`config.mk`:
```
export PLATFORM = sky130hd
export DESIGN_NAME = note_slot_ctrl
export DESIGN_NICKNAME = d
export VERILOG_FILES = /design/src/rtl/note_display_pkg.sv /design/src/rtl/note_event_fifo.sv /design/src/rtl/note_slot_ctrl.sv
export SDC_FILE = /design/constraint.sdc
export NUM_CORES = 1
export LEC_CHECK = 0
export BUFFER_PORTS_ARGS = -buffer_cell sky130_fd_sc_hd__clkbuf_2
export CORE_ASPECT_RATIO = 0.6
export CORE_UTILIZATION = 40
export CTS_BUF_LIST = sky130_fd_sc_hd__clkbuf_4
export DETAILED_ROUTE_END_ITERATION = 8
export GPL_TIMING_DRIVEN = 0
export PLACE_DENSITY = 0.64
export RECOVER_POWER = 100
export SKIP_CTS_REPAIR_TIMING = 1
export SLEW_MARGIN = 20
export SYNTH_ARGS = -nofsm -noshare
export SYNTH_HDL_FRONTEND = slang
export SYNTH_SLANG_ARGS = --single-unit
```
`constraint.sdc`:
```
create_clock -name clk -period 2.51 [get_ports clk]
set_clock_uncertainty 0.1 [all_clocks]
set_input_delay 0.502 -clock clk [delete_from_list [all_inputs] [get_ports clk]]
set_output_delay 0.502 -clock clk [all_outputs]
set_load 0.005 [all_outputs]
```
`src/rtl/note_display_pkg.sv`:
```
// Shared definitions for the note display path: note codes, octave type,
// screen geometry, sequencer state encoding and slot geometry helper.
package note_display_pkg;

  localparam logic [3:0] NOTE_NONE = 4'd0;
  localparam logic [3:0] NOTE_A    = 4'd1;
  localparam logic [3:0] NOTE_AS   = 4'd2;
  localparam logic [3:0] NOTE_B    = 4'd3;
  localparam logic [3:0] NOTE_C    = 4'd4;
  localparam logic [3:0] NOTE_CS   = 4'd5;
  localparam logic [3:0] NOTE_D    = 4'd6;
  localparam logic [3:0] NOTE_DS   = 4'd7;
  localparam logic [3:0] NOTE_E    = 4'd8;
  localparam logic [3:0] NOTE_F    = 4'd9;
  localparam logic [3:0] NOTE_FS   = 4'd10;
  localparam logic [3:0] NOTE_G    = 4'd11;
  localparam logic [3:0] NOTE_GS   = 4'd12;

  typedef logic [1:0] octave_t;

  localparam int unsigned SCREEN_W    = 160;
  localparam int unsigned SCREEN_H    = 120;
  localparam int unsigned GLYPH_PITCH = 12;
  localparam int unsigned EVT_W       = 6;

  typedef enum logic [2:0] {
    ST_INIT,
    ST_INIT_REQ,
    ST_INIT_WAIT,
    ST_IDLE,
    ST_ERASE,
    ST_ERASE_WAIT,
    ST_DRAW,
    ST_DRAW_WAIT
  } slot_state_e;

  function automatic logic [7:0] slot_x(input int unsigned base,
                                        input int unsigned pitch,
                                        input logic [2:0]  idx);
    return 8'(base) + 8'(idx) * 8'(pitch);
  endfunction

  function automatic logic note_code_valid(input logic [3:0] code);
    return (code >= NOTE_A) && (code <= NOTE_GS);
  endfunction

endpackage

```
`src/rtl/note_event_fifo.sv`:
```
// Small synchronous FIFO buffering played-note events (note code + octave).
module note_event_fifo #(
  parameter int unsigned DEPTH = 4,
  parameter int unsigned WIDTH = 6
) (
  input  logic             clk,
  input  logic             rst,
  input  logic             push,
  input  logic             pop,
  input  logic [WIDTH-1:0] din,
  output logic [WIDTH-1:0] dout,
  output logic             full,
  output logic             empty
);

  localparam int unsigned AW = $clog2(DEPTH);
  localparam int unsigned CW = AW + 1;

  logic [WIDTH-1:0] mem_q [DEPTH];
  logic [AW-1:0]    wr_q;
  logic [AW-1:0]    rd_q;
  logic [CW-1:0]    cnt_q;
  logic             do_push;
  logic             do_pop;

  assign full    = (cnt_q == CW'(DEPTH));
  assign empty   = (cnt_q == '0);
  assign do_push = push && !full;
  assign do_pop  = pop && !empty;
  assign dout    = mem_q[rd_q];

  always_ff @(posedge clk or posedge rst) begin
    if (rst) begin
      for (int unsigned i = 0; i < DEPTH; i++) mem_q[i] <= '0;
      wr_q  <= '0;
      rd_q  <= '0;
      cnt_q <= '0;
    end else begin
      if (do_push) begin
        mem_q[wr_q] <= din;
        wr_q        <= wr_q + AW'(1);
      end
      if (do_pop) rd_q <= rd_q + AW'(1);
      if (do_push && !do_pop)      cnt_q <= cnt_q + CW'(1);
      else if (do_pop && !do_push) cnt_q <= cnt_q - CW'(1);
    end
  end

endmodule

```
`src/rtl/note_slot_ctrl.sv`:
```
// Sequencer feeding the note glyph drawer: blanks every slot after reset, then
// places each buffered note in the next slot of the row, erasing it first if occupied.
module note_slot_ctrl
  import note_display_pkg::*;
#(
  parameter int unsigned SLOTS      = 4,
  parameter int unsigned X_BASE     = 4,
  parameter int unsigned SLOT_W     = 38,
  parameter int unsigned Y_ROW      = 50,
  parameter int unsigned FIFO_DEPTH = 4
) (
  input  logic       clk,
  input  logic       reset,
  input  logic       note_valid,
  input  logic [3:0] note_in,
  input  logic [1:0] octave_in,
  output logic       note_ready,
  output logic       note_dropped,
  output logic       draw_req,
  input  logic       draw_done,
  output logic       draw_erase,
  output logic [3:0] draw_note,
  output logic [1:0] draw_octave,
  output logic [7:0] draw_x,
  output logic [6:0] draw_y,
  output logic       busy
);

  if (SLOTS < 2 || SLOTS > 8) begin : g_bad_slots
    $error("note_slot_ctrl: SLOTS must be 2..8");
  end
  if (X_BASE + SLOTS * SLOT_W > SCREEN_W) begin : g_bad_row
    $error("note_slot_ctrl: slot row exceeds screen width");
  end
  if (Y_ROW > SCREEN_H - GLYPH_PITCH) begin : g_bad_y
    $error("note_slot_ctrl: Y_ROW too low on screen");
  end
  if (FIFO_DEPTH < 2 || (FIFO_DEPTH & (FIFO_DEPTH - 1)) != 0) begin : g_bad_depth
    $error("note_slot_ctrl: FIFO_DEPTH must be a power of 2");
  end

  slot_state_e state_q, state_d;
  logic [2:0]  slot_q, slot_d;
  logic [2:0]  init_q, init_d;
  logic [7:0]  occ_q, occ_d;
  logic [7:0]  x_q, x_d;
  logic [6:0]  y_q, y_d;
  logic [3:0]  note_q, note_d;
  octave_t     oct_q, oct_d;
  logic        erase_q, erase_d;
  logic        dropped_q;
  logic        avail_q;

  logic             fifo_push;
  logic             fifo_pop;
  logic [EVT_W-1:0] fifo_dout;
  logic             fifo_full;
  logic             fifo_empty;
  logic             accept;
  logic             in_init;

  assign in_init    = (state_q == ST_INIT) || (state_q == ST_INIT_REQ) || (state_q == ST_INIT_WAIT);
  assign note_ready = !fifo_full && !in_init;
  assign accept     = note_valid && note_ready;
  assign fifo_push  = accept && note_code_valid(note_in);

  note_event_fifo #(
    .DEPTH(FIFO_DEPTH),
    .WIDTH(EVT_W)
  ) u_fifo (
    .clk  (clk),
    .rst  (reset),
    .push (fifo_push),
    .pop  (fifo_pop),
    .din  ({note_in, octave_in}),
    .dout (fifo_dout),
    .full (fifo_full),
    .empty(fifo_empty)
  );

  always_comb begin
    state_d  = state_q;
    slot_d   = slot_q;
    init_d   = init_q;
    occ_d    = occ_q;
    x_d      = x_q;
    y_d      = y_q;
    note_d   = note_q;
    oct_d    = oct_q;
    erase_d  = erase_q;
    fifo_pop = 1'b0;
    case (state_q)
      ST_INIT: begin
        x_d     = slot_x(X_BASE, SLOT_W, init_q);
        y_d     = 7'(Y_ROW);
        erase_d = 1'b1;
        state_d = ST_INIT_REQ;
      end
      ST_INIT_REQ: state_d = ST_INIT_WAIT;
      ST_INIT_WAIT: begin
        if (draw_done) begin
          if (init_q == 3'(SLOTS - 1)) begin
            init_d  = '0;
            state_d = ST_IDLE;
          end else begin
            init_d  = init_q + 3'd1;
            state_d = ST_INIT;
          end
        end
      end
      ST_IDLE: begin
        // avail_q holds off the pop until the entry has sat in the FIFO for a full cycle
        if (avail_q && !fifo_empty) begin
          fifo_pop = 1'b1;
          note_d   = fifo_dout[5:2];
          oct_d    = fifo_dout[1:0];
          x_d      = slot_x(X_BASE, SLOT_W, slot_q);
          y_d      = 7'(Y_ROW);
          erase_d  = occ_q[slot_q];
          state_d  = occ_q[slot_q] ? ST_ERASE : ST_DRAW;
        end
      end
      ST_ERASE: state_d = ST_ERASE_WAIT;
      ST_ERASE_WAIT: begin
        if (draw_done) begin
          erase_d = 1'b0;
          state_d = ST_DRAW;
        end
      end
      ST_DRAW: state_d = ST_DRAW_WAIT;
      ST_DRAW_WAIT: begin
        if (draw_done) begin
          occ_d[slot_q] = 1'b1;
          slot_d        = (slot_q == 3'(SLOTS - 1)) ? '0 : slot_q + 3'd1;
          state_d       = ST_IDLE;
        end
      end
      default: state_d = ST_INIT;
    endcase
  end

  always_ff @(posedge clk or posedge reset) begin
    if (reset) begin
      state_q   <= ST_INIT;
      slot_q    <= '0;
      init_q    <= '0;
      occ_q     <= '0;
      x_q       <= '0;
      y_q       <= '0;
      note_q    <= '0;
      oct_q     <= '0;
      erase_q   <= 1'b0;
      dropped_q <= 1'b0;
      avail_q   <= 1'b0;
    end else begin
      state_q   <= state_d;
      slot_q    <= slot_d;
      init_q    <= init_d;
      occ_q     <= occ_d;
      x_q       <= x_d;
      y_q       <= y_d;
      note_q    <= note_d;
      oct_q     <= oct_d;
      erase_q   <= erase_d;
      dropped_q <= accept && !note_code_valid(note_in);
      avail_q   <= !fifo_empty;
    end
  end

  assign draw_req     = (state_q == ST_INIT_REQ) || (state_q == ST_ERASE) || (state_q == ST_DRAW);
  assign draw_erase   = erase_q;
  assign draw_note    = note_q;
  assign draw_octave  = oct_q;
  assign draw_x       = x_q;
  assign draw_y       = y_q;
  assign note_dropped = dropped_q;
  assign busy         = (state_q != ST_IDLE) || !fifo_empty;

endmodule

```
# Word level (Yosys, flattened, before mapping)
# Index checks and enable logic that the tools add are counted.
[op_classes]
addsub = 8
multipliers = 2
magnitude_cmp = 7
eq_ne = 15
n_mux = 30
bitwise = 3
reduce_logical = 34
[ops]
columns = ["op", "count"]
rows = [
  ["bitwise mux 24 bit", 1],
  ["2-to-1 mux 3 bit", 8],
  ["case mux 3 bit (8 select lines)", 1],
  ["2-to-1 mux 6 bit", 3],
  ["adder 3 x 8 -> 8 bit, first input constant", 2],
  ["case mux 8 bit (2 select lines)", 1],
  ["equality test 3 bit, second input constant", 5],
  ["multiplier 3 x 5 -> 7 bit, second input constant", 2],
  ["case mux 7 bit (2 select lines)", 1],
  ["binary-select mux 6 bit (select 2 bit)", 1],
  ["demux 6 bit (select 2 bit)", 1],
  ["equality test 3 x 2 -> 1 bit, second input constant", 4],
  ["logical AND 1 bit", 12],
  ["adder 3 x 1 -> 3 bit, second input constant", 3],
  ["2-to-1 mux 8 bit", 1],
  ["!= test 2 bit, second input constant", 4],
  ["bitwise OR 8 bit", 1],
  ["AND reduction 2 bit", 4],
  ["2-to-1 mux 7 bit", 1],
  ["greater-or-equal comparator 3 bit, second input constant", 2],
  ["logical NOT 1 bit", 6],
  ["logical NOT 3 bit", 2],
  ["2-to-1 mux 1 bit", 6],
  ["NOT 2 -> 3 bit", 2],
  ["other kinds (18)", 25],
]
[totals]
register_bits = 72
in_bits = 10
output_inout_bits = 26
word_cells = 117

# Depth between registers and ports, before layout
[logic_depth]
ltp_word = 12
ltp_mapped = 11
depth_no_buf = 10

# Hierarchy
# A second synthesis with hierarchy kept.
[hier_totals]
cells_unflattened = 288
hier_area_um2 = 3432.0
[modules_own_cells]
columns = ["module", "instances", "cells_per_inst", "area_per_inst_um2", "seq_area_each_um2"]
rows = [
  ["note_slot_ctrl", 1, 193, 1990.7, 850.8],
  ["note_event_fifo", 1, 95, 1441.4, 775.7],
]

# Worst setup path before layout
# No wires, ideal clock.
[synth_timing]
path_type = "in2reg"
from = "input note_in[0]"
to = "register u_fifo.cnt_q[1]"
setup_time_ps = 125
t_arrival_ps = 2297
required_time_ps = 2285
path_slack_ps = -11
stages = 7
n_path_buf = 1
cell_sequence = "or4_1 and4_1 buf_4 ha_1 inv_1 fa_1 mux2_2"
[synth_via]
elab_chain_cells = 7
elab_cells_between_ends = 10
classes_between = "order compare (2); mux (1); reduce/logical (7)"
[synth_lines]
columns = ["item", "line", "rtl"]
rows = [
  ["start, declared", "note_slot_ctrl.sv:15", "input logic [3:0] note_in,"],
  ["greater-or-equal comparator 4 x 1 -> 1 bit / <= comparator 4 bit (equally long branches)", "note_display_pkg.sv:44", "return (code >= NOTE_A) && (code <= NOTE_GS);"],
  ["logical AND 1 bit *", "note_display_pkg.sv:44", ""],
  ["logical AND 1 bit *", "note_slot_ctrl.sv:65", "assign fifo_push = accept && note_code_valid(note_in);"],
  ["logical AND 1 bit *", "note_event_fifo.sv:28", "assign do_push = push && !full;"],
  ["net u_fifo.do_push", "note_event_fifo.sv:23", "logic do_push;"],
  ["logical NOT 1 bit", "note_event_fifo.sv:45", "else if (do_pop && !do_push) cnt_q <= cnt_q - CW'(1);"],
  ["logical AND 1 bit", "note_event_fifo.sv:45", ""],
  ["nonzero test 2 bit (no line)", "--", ""],
  ["end signal, assigned", "note_event_fifo.sv:44", "if (do_push && !do_pop) cnt_q <= cnt_q + CW'(1);"],
  ["end signal, assigned", "note_event_fifo.sv:45", ""],
  ["end, declared", "note_event_fifo.sv:22", "logic [CW-1:0] cnt_q;"],
]
# Mark *: on every way through the listed nets, which the timed path passes. The rest lies on a longest branch.
# A chain may end at the register's enable or synchronous reset.

# Worst setup path after layout
[layout_timing]
from = "register init_q[1]"
to = "register x_q[7], in the netlist draw_x[7]"
[layout_via]
elab_chain_cells = 3
[layout_lines]
columns = ["item", "line", "rtl"]
rows = [
  ["start, declared", "note_slot_ctrl.sv:44", "logic [2:0] init_q, init_d;"],
  ["start signal, assigned", "note_slot_ctrl.sv:158", "init_q <= init_d;"],
  ["multiplier 3 x 5 -> 7 bit", "note_display_pkg.sv:40", "return 8'(base) + 8'(idx) * 8'(pitch);"],
  ["adder 3 x 8 -> 8 bit", "note_display_pkg.sv:40", ""],
  ["case mux 8 bit (2 select lines)", "note_slot_ctrl.sv:92", "case (state_q)"],
  ["end signal, assigned", "note_slot_ctrl.sv:148", "x_q <= '0;"],
  ["end signal, assigned", "note_slot_ctrl.sv:160", "x_q <= x_d;"],
  ["end, declared", "note_slot_ctrl.sv:46", "logic [7:0] x_q, x_d;"],
]
# Every way passes these cells.

==> flow_summary.json <==
{
  "outcome": "completed",
  "first_global_vias": 2164,
  "syn_inst": 282,
  "avgRoutedWirePerCell_um": 15.6,
  "clkTransAtPathRegs_ps": 120,
  "whs_path_depth": 3,
  "worst_slack_ps": 37.8,
  "grt_pass1_wl_um": 11300,
  "grt_max_degree": 58,
  "clk_latency_ps": 420,
  "slew_headroom_pct": 47.8,
  "slowest_stage": "or4_1",
  "async_flop_share_pct": 100,
  "cp_cell_sequence": "inv_2, ha_4, inv_2, ha_4, ha_4, o21a_1, nor3_2, o211ai_1, or4_1, a31oi_1",
  "synthDistinctLibCells": 49,
  "fill_cells": 720,
  "post-place-ws_ps": -200,
  "vias_per_cell": 5.12,
  "ios": 36,
  "ant_nets": 0,
  "hold_viol": 0,
  "crit_fanout": 5,
  "clockRootBuffer": "clkbuf_4",
  "cts-htree-levels": 3,
  "cts_tree": "built",
  "p_per_area_nw_per_um2": 1300,
  "nets": 379,
  "layoutNonFillerInstCount": 463,
  "grt-ovfl-total": 0,
  "antenna_found_initial": 0,
  "drt-initial-drc-count": 182,
  "critPathKind": "reg2reg",
  "slew_viol_final": 0,
  "cts.sink_count": 65,
  "cap_violations": 0,
  "die_h_um": 73.5,
  "worstPathRequired_ps": 2760,
  "tightestPinTransition_ps": 783,
  "cp_slowest_stage_delay_ps": 530,
  "track_usage_pct": 17.2,
  "die_x_um": 121,
  "dp_hpwl_um": 4910,
  "placed_area_um2": 3740,
  "avgSynthCellArea_um2": 12.1,
  "setup-violations-final": 0,
  "path_common_cell": "ha_4",
  "drc_errors": 0,
  "syn-cell-area_um2": 3400,
  "rr_worst_depth": 10,
  "place_inst": 425,
  "critPathCaptureType": "flop",
  "drive_above_1_share_pct": 37.3,
  "utilization_pct": 50.5,
  "p_leak_nw": 1.80,
  "synth_edf_count": 0,
  "post-route-period-util_pct": 98.5,
  "vdd.ir_drop.worst_mv": 0.370,
  "core_area_um2": 8070,
  "num_vias": 2371,
  "first_pass_iters": 4,
  "syn_to_final_growth_pct": 19.7,
  "fin_crit_ps": 2470,
  "start_util_pct": 42.2,
  "seq_area_frac_synth_pct": 47.8,
  "port_buffers": 30,
  "max_freq_mhz": 404,
  "cp.arrival_ps": 2730,
  "ys_warn_count": 0,
  "dieArea_um2": 8900,
  "reg2reg_slack_ps": 40,
  "synthFlopType": "dfrtp_1",
  "rows": 25,
  "wirelength_um": 7240,
  "startpoint_type": "flop",
  "cts_buffers": 9,
  "ctsLongestPathBuffers": 2,
  "routabilityCongestion": 0.762,
  "rsz0062_at_grt": "yes",
  "hp-class": "in2reg",
  "ys_ff_latch": 65,
  "final_area_um2": 4080
}
[worst paths after layout]
check	start	endpoint
worst max register to register	init_q[1]	draw_x[7]
max in group asynchronous	reset	init_q[2]
min in group asynchronous	reset	draw_x[2]
worst min register to register	occ_q[3]	occ_q[3]
worst min-delay path	note_valid	note_dropped
worst max-delay path	init_q[1]	draw_x[7]
[flip-flops by register name, indices dropped and copies added, names as in the netlist]
| name | cells |
|---|---|
| draw_x | 7 |
| draw_octave | 2 |
| draw_y | 1 |
| init_q | 3 |
| draw_erase | 1 |
| slot_q | 3 |
| state_q | 3 |
| u_fifo.cnt_q | 3 |
| occ_q | 8 |
| draw_note | 4 |
| u_fifo.wr_q | 2 |
| u_fifo.rd_q | 2 |
| note_dropped | 1 |
| u_fifo.mem_q | 24 |
| avail_q | 1 |
[kinds of logic (layout without fill, tap and decap cells)]
family / after synthesis / in the layout / share of synthesized area [%]
AO/OA/AOI/OAI: 51 / 51 / 9.74
XOR/XNOR: 9 / 9 / 2.32
adder cells (fa/ha/maj): 19 / 19 / 7.20
buffers and inverters: 31 / 99 / 4.63
flip-flops: 65 / 65 / 47.8
multiplexers: 48 / 48 / 18.4
other: 1 / 6 / 0.110
AND/OR/NAND/NOR: 58 / 58 / 9.78
[through the flow]
step                      TNS (ps)  hold WS (ps)  power [mW]
after global routing          -142           173        5.71
final                            0           186        5.29
after floorplan                  0           323        3.65
after global placement      -33810           339        4.22
after CTS                     -577          -161        5.00
after detailed placement      -498           306        4.30
[area by class of cell]
cell class	instances	area (um^2)	area share (%)
repair buffers	53	299	7.34
multi-input cells	190	1710	42.0
well taps	108	135	3.32
clock buffers	9	67.6	1.66
flip-flops and latches	65	1630	40.1
inverters	15	60.1	1.47
diodes	1	2.50	0.0614
plain buffers	16	106	2.61
clock inverters	6	60.1	1.47
[worst max-delay path: cells and delay by family (launching register included)]
| kind | cells | cell delay, ps |
|---|---|---|
| fa+ha+maj | 3 | 580 |
| simple gates | 2 | 710 |
| flops | 1 | 430 |
| compound gates | 3 | 470 |
| buf+inv | 2 | 110 |
[Yosys cell counts, types with 3 or more instances]
library cell	number	area share, %
mux2_1	7	2.3
xnor2_1	6	1.5
mux2i_1	5	1.5
ha_1	18	6.6
mux4_2	8	5.3
inv_1	14	1.5
a21oi_1	13	1.9
buf_2	3	0.44
nor2_1	15	1.7
xor2_1	3	0.77
a31oi_1	3	0.55
nor3_1	8	1.2
dfrtp_1	65	48
o21a_1	5	1.1
mux2_2	27	8.9
a21o_1	8	1.8
nand2b_1	3	0.55
buf_4	8	1.8
nand2_1	12	1.3
nand2_4	4	1.3
o21ai_0	11	1.6
o211ai_1	4	0.88
[cells in the final DEF (no fill, tap or decap), types with 14 or more instances in the layout]
| cell type | count |
|---|---|
| mux2_2 | 27 |
| clkbuf_4 | 16 |
| a21oi_1 | 14 |
| nor2_1 | 15 |
| clkbuf_2 | 21 |
| dfrtp_1 | 59 |
| nand2_1 | 15 |
| buf_4 | 19 |
| clkbuf_1 | 16 |
[metal layers]
layer	global-route usage (%)	share of wire (%)	vias to the layer above
met1	25.9	51	1152
met2	23.2	42	61
met5	0	0	-
met3	4.97	5.1	16
li1	-	-	1142
met4	6.17	1.9	0
[report_power, final]
part	total (mW)	leakage, nW	internal (mW)	switching [mW]
Sequential	1.89	0.752	1.56	0.328
Combinational	2.72	0.978	1.43	1.29
Clock	0.680	0.0676	0.292	0.388
(Power assumes the default switching activity.)
